$ cat src/rtl/ps_loop_ctrl_pkg.sv
// Shared program-sequencer definitions: loop stack entry, sticky bit indices,
// and user-register addresses for loop status readback.
package ps_loop_ctrl_pkg;

   localparam int LP_ADDR_W = 16;
   localparam int LP_CNT_W  = 16;
   localparam int LP_PTR_W  = 3;

   localparam int LP_OVF = 0;
   localparam int LP_UNF = 1;

   localparam logic [7:0] UREG_LP_CUR_CNT = 8'h30;
   localparam logic [7:0] UREG_LP_STKY    = 8'h31;

   typedef struct packed {
      logic [LP_ADDR_W-1:0] top_addr;
      logic [LP_ADDR_W-1:0] end_addr;
      logic [LP_CNT_W-1:0]  cnt;
   } lp_ent_t;

   // A zero count still runs the body once.
   function automatic logic [LP_CNT_W-1:0] lp_cnt_norm(input logic [LP_CNT_W-1:0] c);
      return (c == '0) ? LP_CNT_W'(1) : c;
   endfunction

endpackage

$ cat src/rtl/ps_loop_ctrl_if.sv
// Loop-controller bus: do-until decode, fetch observation and redirect/status.
interface ps_loop_ctrl_if
   import ps_loop_ctrl_pkg::*;
#(
   parameter int ADDR_W = LP_ADDR_W,
   parameter int CNT_W  = LP_CNT_W
);
   logic              lp_start;
   logic [ADDR_W-1:0] lp_top_addr;
   logic [ADDR_W-1:0] lp_end_addr;
   logic [CNT_W-1:0]  lp_cnt;
   logic              lp_pop;
   logic              lp_stky_clr;
   logic [ADDR_W-1:0] fetch_addr;
   logic              fetch_vld;
   logic              lp_jmp;
   logic [ADDR_W-1:0] lp_jmp_addr;
   logic [CNT_W-1:0]  lp_cur_cnt;
   logic [2:0]        lp_depth;
   logic              lp_empty;
   logic              lp_full;
   logic [1:0]        lp_stky;

   modport master (
      output lp_start, lp_top_addr, lp_end_addr, lp_cnt, lp_pop, lp_stky_clr,
             fetch_addr, fetch_vld,
      input  lp_jmp, lp_jmp_addr, lp_cur_cnt, lp_depth, lp_empty, lp_full, lp_stky
   );

   modport slave (
      input  lp_start, lp_top_addr, lp_end_addr, lp_cnt, lp_pop, lp_stky_clr,
             fetch_addr, fetch_vld,
      output lp_jmp, lp_jmp_addr, lp_cur_cnt, lp_depth, lp_empty, lp_full, lp_stky
   );

endinterface

$ cat src/rtl/ps_loop_ctrl_lp_stack.sv
// DEPTH-entry loop LIFO with push, pop, replace-TOS and in-place TOS count update.
module lp_stack
   import ps_loop_ctrl_pkg::*;
#(
   parameter int DEPTH = 6
) (
   input  logic                clk,
   input  logic                rst,
   input  logic                push,
   input  logic                pop,
   input  lp_ent_t             din,
   input  logic                tos_wr,
   input  logic [LP_CNT_W-1:0] tos_cnt,
   output lp_ent_t             tos,
   output logic [LP_PTR_W-1:0] depth
);

   lp_ent_t             ent [DEPTH];
   logic [LP_PTR_W-1:0] top_idx;

   assign top_idx = depth - LP_PTR_W'(1);

   // Caller guarantees push only when not full or when popping in the same cycle.
   always_ff @(posedge clk) begin
      if (rst) begin
         depth <= '0;
         for (int i = 0; i < DEPTH; i++) ent[i] <= '0;
      end else begin
         if (push && pop) begin
            ent[top_idx] <= din;
         end else if (push) begin
            ent[depth] <= din;
            depth      <= depth + LP_PTR_W'(1);
         end else if (pop) begin
            depth <= top_idx;
         end
         if (tos_wr) ent[top_idx].cnt <= tos_cnt;
      end
   end

   always_comb begin
      tos = '0;
      if (depth != '0) tos = ent[top_idx];
   end

endmodule

$ cat src/rtl/ps_loop_ctrl.sv
// Zero-overhead do-until loop controller: watches fetch, redirects to loop top
// at the innermost end address until that loop's count is exhausted.
module ps_loop_ctrl
   import ps_loop_ctrl_pkg::*;
#(
   parameter int ADDR_W = LP_ADDR_W,
   parameter int CNT_W  = LP_CNT_W,
   parameter int DEPTH  = 6
) (
   input logic          clk,
   input logic          rst,
   ps_loop_ctrl_if.slave lp
);

   lp_ent_t             tos;
   lp_ent_t             push_ent;
   logic [LP_PTR_W-1:0] depth;
   logic                empty, full;
   logic                hit, last, dec;
   logic                pop_any, push_ok;
   logic [CNT_W-1:0]    cnt_dec;
   logic [ADDR_W-1:0]   end_addr;
   logic [1:0]          stky, stky_set, stky_nxt;

   assign empty    = (depth == '0);
   assign full     = (depth == LP_PTR_W'(DEPTH));
   assign end_addr = tos.end_addr;

   assign hit  = lp.fetch_vld && !empty && (lp.fetch_addr == end_addr);
   assign last = (tos.cnt == CNT_W'(1));
   // An explicit pop in the hit cycle aborts the loop: no redirect, no decrement.
   assign dec  = hit && !last && !lp.lp_pop;

   assign pop_any = (lp.lp_pop && !empty) || (hit && last);
   assign push_ok = lp.lp_start && (!full || pop_any);
   assign cnt_dec = tos.cnt - CNT_W'(1);

   always_comb begin
      push_ent          = '0;
      push_ent.top_addr = lp.lp_top_addr;
      push_ent.end_addr = lp.lp_end_addr;
      push_ent.cnt      = lp_cnt_norm(lp.lp_cnt);
   end

   lp_stack #(.DEPTH(DEPTH)) u_stack (
      .clk     (clk),
      .rst     (rst),
      .push    (push_ok),
      .pop     (pop_any),
      .din     (push_ent),
      .tos_wr  (dec),
      .tos_cnt (cnt_dec),
      .tos     (tos),
      .depth   (depth)
   );

   always_comb begin
      stky_set         = '0;
      stky_set[LP_OVF] = lp.lp_start && full && !pop_any;
      stky_set[LP_UNF] = lp.lp_pop && empty;
      // Set wins over a coincident clear.
      stky_nxt         = (lp.lp_stky_clr ? 2'b00 : stky) | stky_set;
   end

   always_ff @(posedge clk) begin
      if (rst) stky <= '0;
      else     stky <= stky_nxt;
   end

   assign lp.lp_jmp      = dec;
   assign lp.lp_jmp_addr = tos.top_addr;
   assign lp.lp_cur_cnt  = tos.cnt;
   assign lp.lp_depth    = depth;
   assign lp.lp_empty    = empty;
   assign lp.lp_full     = full;
   assign lp.lp_stky     = stky;

endmodule

$ cat src/flat_wrapper.sv
// flat-port wrapper written by rule: the top's interface ports become plain ports
module ps_loop_ctrl_flat import ps_loop_ctrl_pkg::*;
#(
   parameter int ADDR_W = LP_ADDR_W,
   parameter int CNT_W  = LP_CNT_W,
   parameter int DEPTH  = 6
)
  (clk, rst, lp_lp_start, lp_lp_top_addr, lp_lp_end_addr, lp_lp_cnt, lp_lp_pop, lp_lp_stky_clr, lp_fetch_addr, lp_fetch_vld, lp_lp_jmp, lp_lp_jmp_addr, lp_lp_cur_cnt, lp_lp_depth, lp_lp_empty, lp_lp_full, lp_lp_stky);
  ps_loop_ctrl_if #(.ADDR_W(ADDR_W), .CNT_W(CNT_W)) lp_i ();
  input logic clk;
  input logic rst;
  input wire logic [$bits(lp_i.lp_start)-1:0] lp_lp_start;
  input wire logic [$bits(lp_i.lp_top_addr)-1:0] lp_lp_top_addr;
  input wire logic [$bits(lp_i.lp_end_addr)-1:0] lp_lp_end_addr;
  input wire logic [$bits(lp_i.lp_cnt)-1:0] lp_lp_cnt;
  input wire logic [$bits(lp_i.lp_pop)-1:0] lp_lp_pop;
  input wire logic [$bits(lp_i.lp_stky_clr)-1:0] lp_lp_stky_clr;
  input wire logic [$bits(lp_i.fetch_addr)-1:0] lp_fetch_addr;
  input wire logic [$bits(lp_i.fetch_vld)-1:0] lp_fetch_vld;
  output wire logic [$bits(lp_i.lp_jmp)-1:0] lp_lp_jmp;
  output wire logic [$bits(lp_i.lp_jmp_addr)-1:0] lp_lp_jmp_addr;
  output wire logic [$bits(lp_i.lp_cur_cnt)-1:0] lp_lp_cur_cnt;
  output wire logic [$bits(lp_i.lp_depth)-1:0] lp_lp_depth;
  output wire logic [$bits(lp_i.lp_empty)-1:0] lp_lp_empty;
  output wire logic [$bits(lp_i.lp_full)-1:0] lp_lp_full;
  output wire logic [$bits(lp_i.lp_stky)-1:0] lp_lp_stky;
  assign lp_i.lp_start = lp_lp_start;
  assign lp_i.lp_top_addr = lp_lp_top_addr;
  assign lp_i.lp_end_addr = lp_lp_end_addr;
  assign lp_i.lp_cnt = lp_lp_cnt;
  assign lp_i.lp_pop = lp_lp_pop;
  assign lp_i.lp_stky_clr = lp_lp_stky_clr;
  assign lp_i.fetch_addr = lp_fetch_addr;
  assign lp_i.fetch_vld = lp_fetch_vld;
  assign lp_lp_jmp = lp_i.lp_jmp;
  assign lp_lp_jmp_addr = lp_i.lp_jmp_addr;
  assign lp_lp_cur_cnt = lp_i.lp_cur_cnt;
  assign lp_lp_depth = lp_i.lp_depth;
  assign lp_lp_empty = lp_i.lp_empty;
  assign lp_lp_full = lp_i.lp_full;
  assign lp_lp_stky = lp_i.lp_stky;
  ps_loop_ctrl #(.ADDR_W(ADDR_W), .CNT_W(CNT_W), .DEPTH(DEPTH)) u_core (.clk(clk), .rst(rst), .lp(lp_i));
endmodule
$ cat config.mk
export PLATFORM = sky130hd
export DESIGN_NAME = ps_loop_ctrl_flat
export DESIGN_NICKNAME = d
export VERILOG_FILES = /design/src/rtl/ps_loop_ctrl_pkg.sv /design/src/rtl/ps_loop_ctrl_if.sv /design/src/rtl/ps_loop_ctrl_lp_stack.sv /design/src/rtl/ps_loop_ctrl.sv /design/src/flat_wrapper.sv
export SDC_FILE = /design/constraint.sdc
export NUM_CORES = 1
export LEC_CHECK = 0
export BUFFER_PORTS_ARGS = -buffer_cell sky130_fd_sc_hd__buf_2
export CAP_MARGIN = 20
export CORE_MARGIN = 5
export CORE_UTILIZATION = 62
export DETAILED_ROUTE_END_ITERATION = 8
export PLACE_DENSITY_LB_ADDON = 0.08
export SYNTH_ARGS = -nofsm -noshare
export SYNTH_HDL_FRONTEND = slang
export SYNTH_SLANG_ARGS = --single-unit
$ cat constraint.sdc
create_clock -name clk -period 9.95 [get_ports clk]
set_clock_uncertainty 0.2 [all_clocks]
set_input_delay 0.4975 -clock clk [delete_from_list [all_inputs] [get_ports clk]]
set_output_delay 0.4975 -clock clk [all_outputs]
set_load 0.02 [all_outputs]
==> impl_metrics.py <==
metrics = {
    "pwr": {
        "p_leak_nw": 7.961,
        "ir_drop_v": 0.0002042,
        "power_w": 0.006586,
        "power_density_nw_per_um2": 299.8,
    },
    "cts": {
        "clock_sinks": 389,
        "cts_tree": "yes",
        "clkTransAtPathRegs_ns": 0.06,
        "clock_latency_ns": 0.55,
        "htree_levels": 2,
        "ctsLongestPathBuffers": 3,
        "cts_made_buffers": 41,
        "post_cts_resized": 0,
        "postCtsSetupBuffers": 0,
        "cts_hold_buffers": 0,
        "root_buffer": "clkbuf_16",
    },
    "drt": {
        "drt-initial-drc-count": 1623,
        "vias": 13520,
        "wirelength_um": 54010,
        "post_drt_via_cell_ratio": 6.650,
        "wl_per_cell_um": 26.57,
        "drc": 0,
        "antenna_left": 0,
        "first_pass_iters": 6,
    },
    "global_routing": {
        "met2_usage_pct": 49.36,
        "grt_pass1_wl_um": 81560,
        "grt_pass1_vias": 13570,
        "overflow": 0,
        "grt_max_degree": 71,
        "gr-usage-met3_pct": 6.484,
        "grt_usage_pct": 30.15,
        "grt_antenna_before_repair": 4,
        "gr-usage-met1_pct": 40.67,
        "top_usage_layer": "met2",
    },
    "timing": {
        "fmax_mhz": 129.8,
        "timing.setup.tns_ns": 0,
        "final.period_utilization_pct": 77.41,
        "finalSetupViolCount": 0,
        "maxSlewViolCount": 0,
        "rsz0062_at_grt": "no",
        "holdWs_ns": 0.03424,
        "tightest_slew_ns": 1.135,
        "maxSlewHeadroom_pct": 24.12,
        "hold_viol": 0,
        "post-route-min-period_ns": 7.702,
    },
    "yosys": {
        "syn-num-nets": 1611,
        "async_flop_share_pct": 0,
        "synth_edf_count": 384,
        "yosysSeqAreaShare_pct": 58.82,
        "synth_seq_cells": 389,
        "ys.warnings.count": 0,
        "synthDistinctLibCells": 69,
        "synth_flop_cell": "edfxtp_1",
        "syn_inst": 1533,
        "synth_area_per_cell_um2": 12.90,
        "yosys-top-cells-area": "edfxtp_1 58%, and2_1 6.2%, mux4_2 6.0%",
        "synth_top_area_share_pct": 58.31,
        "syn-cell-area_um2": 19770,
        "yosysTopAreaCell": "edfxtp_1",
    },
    "die": {
        "num_rows": 65,
        "coreArea_um2": 31560,
        "dieArea_um2": 35560,
        "start_util_pct": 62.66,
        "die_x_um": 188.6,
        "die_y_um": 188.6,
        "ioPinCount": 110,
    },
    "setup_path": {
        "worstPathCellList": "inv_1, ha_4, buf_4, mux4_2, mux2i_1, xnor2_1, or4_4, nor3_4, nand4_1, a31oi_4, ha_1, buf_4, inv_1, a21oi_4, nand3_1, nand3_1",
        "arrival_ns": 7.65,
        "endpoint_kind": "register",
        "path_max_fanout": 46,
        "cpPeakStageDelay_ns": 0.88,
        "path_buf_inv": 4,
        "worstSetupStartpointType": "register",
        "critical-path-top-delay-family": "simple AND/OR/NAND/NOR gates",
        "critPathRequiredTime_ns": 9.90,
        "crit_type": "register to register",
        "r2r_slack_ns": 2.25,
        "slowest_stage": "ha_4",
    },
    "final_layout": {
        "drive_gt1_share_pct": 19.21,
        "nets": 1679,
        "area_delta_synth_final_pct": 11.08,
        "final_cell_mix": "384 x edfxtp_1, 197 x and2_1, 127 x nand2_1",
        "final_common_cell": "edfxtp_1",
    },
    "outcome": {
        "outcome": "complete, no violations",
    },
    "place": {
        "gp_congestion": 0.9206,
        "numPortBuffers": 109,
        "dpl.hpwl_um": 32290,
    },
    "job": {
        "cap_violations": 0,
    },
    "worst_hold_path": {
        "hp-class": "input pin to register",
    },
}
-- worst paths after layout --
path,endpoint,cells past startpoint,start
setup / recovery,u_core.u_stack.ent[1][2],16,u_core.u_stack.depth[0]
hold / removal,u_core.lp.lp_stky[0],3,lp_lp_stky_clr
setup reg to reg,u_core.u_stack.ent[1][2],16,u_core.u_stack.depth[0]
hold reg to reg,u_core.lp.lp_stky[0],2,u_core.lp.lp_stky[0]
-- sequential cells by signal, indices dropped and copies added (netlist names) --
| signal | count |
|---|---|
| u_core.u_stack.ent | 384 |
| u_core.lp.lp_stky | 2 |
| u_core.u_stack.depth | 3 |
-- Yosys cell counts (6+ instances only) --
library cell	number
o22ai_1	8
nor2b_1	67
and2_1	197
nor2_2	6
buf_1	13
xor2_1	12
nand2_1	128
mux2_2	8
nor4_1	6
o31ai_1	37
clkbuf_1	63
o2111ai_1	6
edfxtp_1	384
a22o_1	65
mux4_2	53
mux2i_1	85
a31oi_1	19
xnor2_1	19
nand4_1	12
a31o_2	6
buf_4	12
buf_2	33
a21oi_1	26
buf_6	6
ha_1	8
o21ai_1	6
nor3_1	7
o21ai_0	22
and4_1	9
nor2_1	44
inv_1	20
nand3_1	70
-- power breakdown --
group | internal, W | switching, W | leakage [nW] | total (W)
combinational | 0.00109 | 0.00199 | 3.46 | 0.00308
clock | 0.000788 | 0.000610 | 0.578 | 0.00140
sequential | 0.00202 | 0.0000902 | 3.93 | 0.00211
total | 0.00390 | 0.00269 | 7.96 | 0.00659
-- layout make-up --
type / count / area [um^2]
flip-flops and latches: 389 / 11630
fillers: 2252 / 9590
multi-input cells: 995 / 7649
clock buffers: 57 / 1129
repair buffers: 152 / 900.9
well taps: 402 / 503.0
inverters: 22 / 82.58
clock inverters: 14 / 61.31
diodes: 2 / 5.005
-- cells by family (layout without fill, tap and decap cells) --
logic type               Yosys count  count (layout)  synth area share [%]
AO/OA/AOI/OAI                    226             226                 8.466
XOR/XNOR                          32              32                 1.455
adder cells (fa/ha/maj)            8               8                0.5062
buffers and inverters            149             245                 3.493
flip-flops                       389             389                 58.82
multiplexers                     151             151                 11.16
other                              0               2                     0
AND/OR/NAND/NOR                  578             578                 16.10
-- worst min-delay path, delay by kind of cell --
family | cells | cell delay, ns
AOI/OAI and AO/OA | 1 | 0.05
buffers and inverters | 1 | 0.08
and+or+nand+nor | 1 | 0.09
-- metal layers --
layer | vias up | wire length [um]
li1 | 5881 | -
met3 | 152 | 5194
met2 | 758 | 25860
met5 | - | 34
met1 | 6723 | 21080
met4 | 6 | 1838
-- stage by stage --
step / worst slack (ns) / util (%) / cell area, um^2 / std cells
CTS: 2.305 / 69.47 / 21920 / 2027
floorplan: 0.9830 / - / 19770 / 1533
global placement: 2.360 / 65.70 / 20730 / 1956
detailed placement: 2.312 / 65.70 / 20730 / 1956
global route: 1.846 / 69.60 / 21960 / 2032
finish: 2.248 / 69.61 / 21960 / 2033
Power figures use the tool's default switching activity.
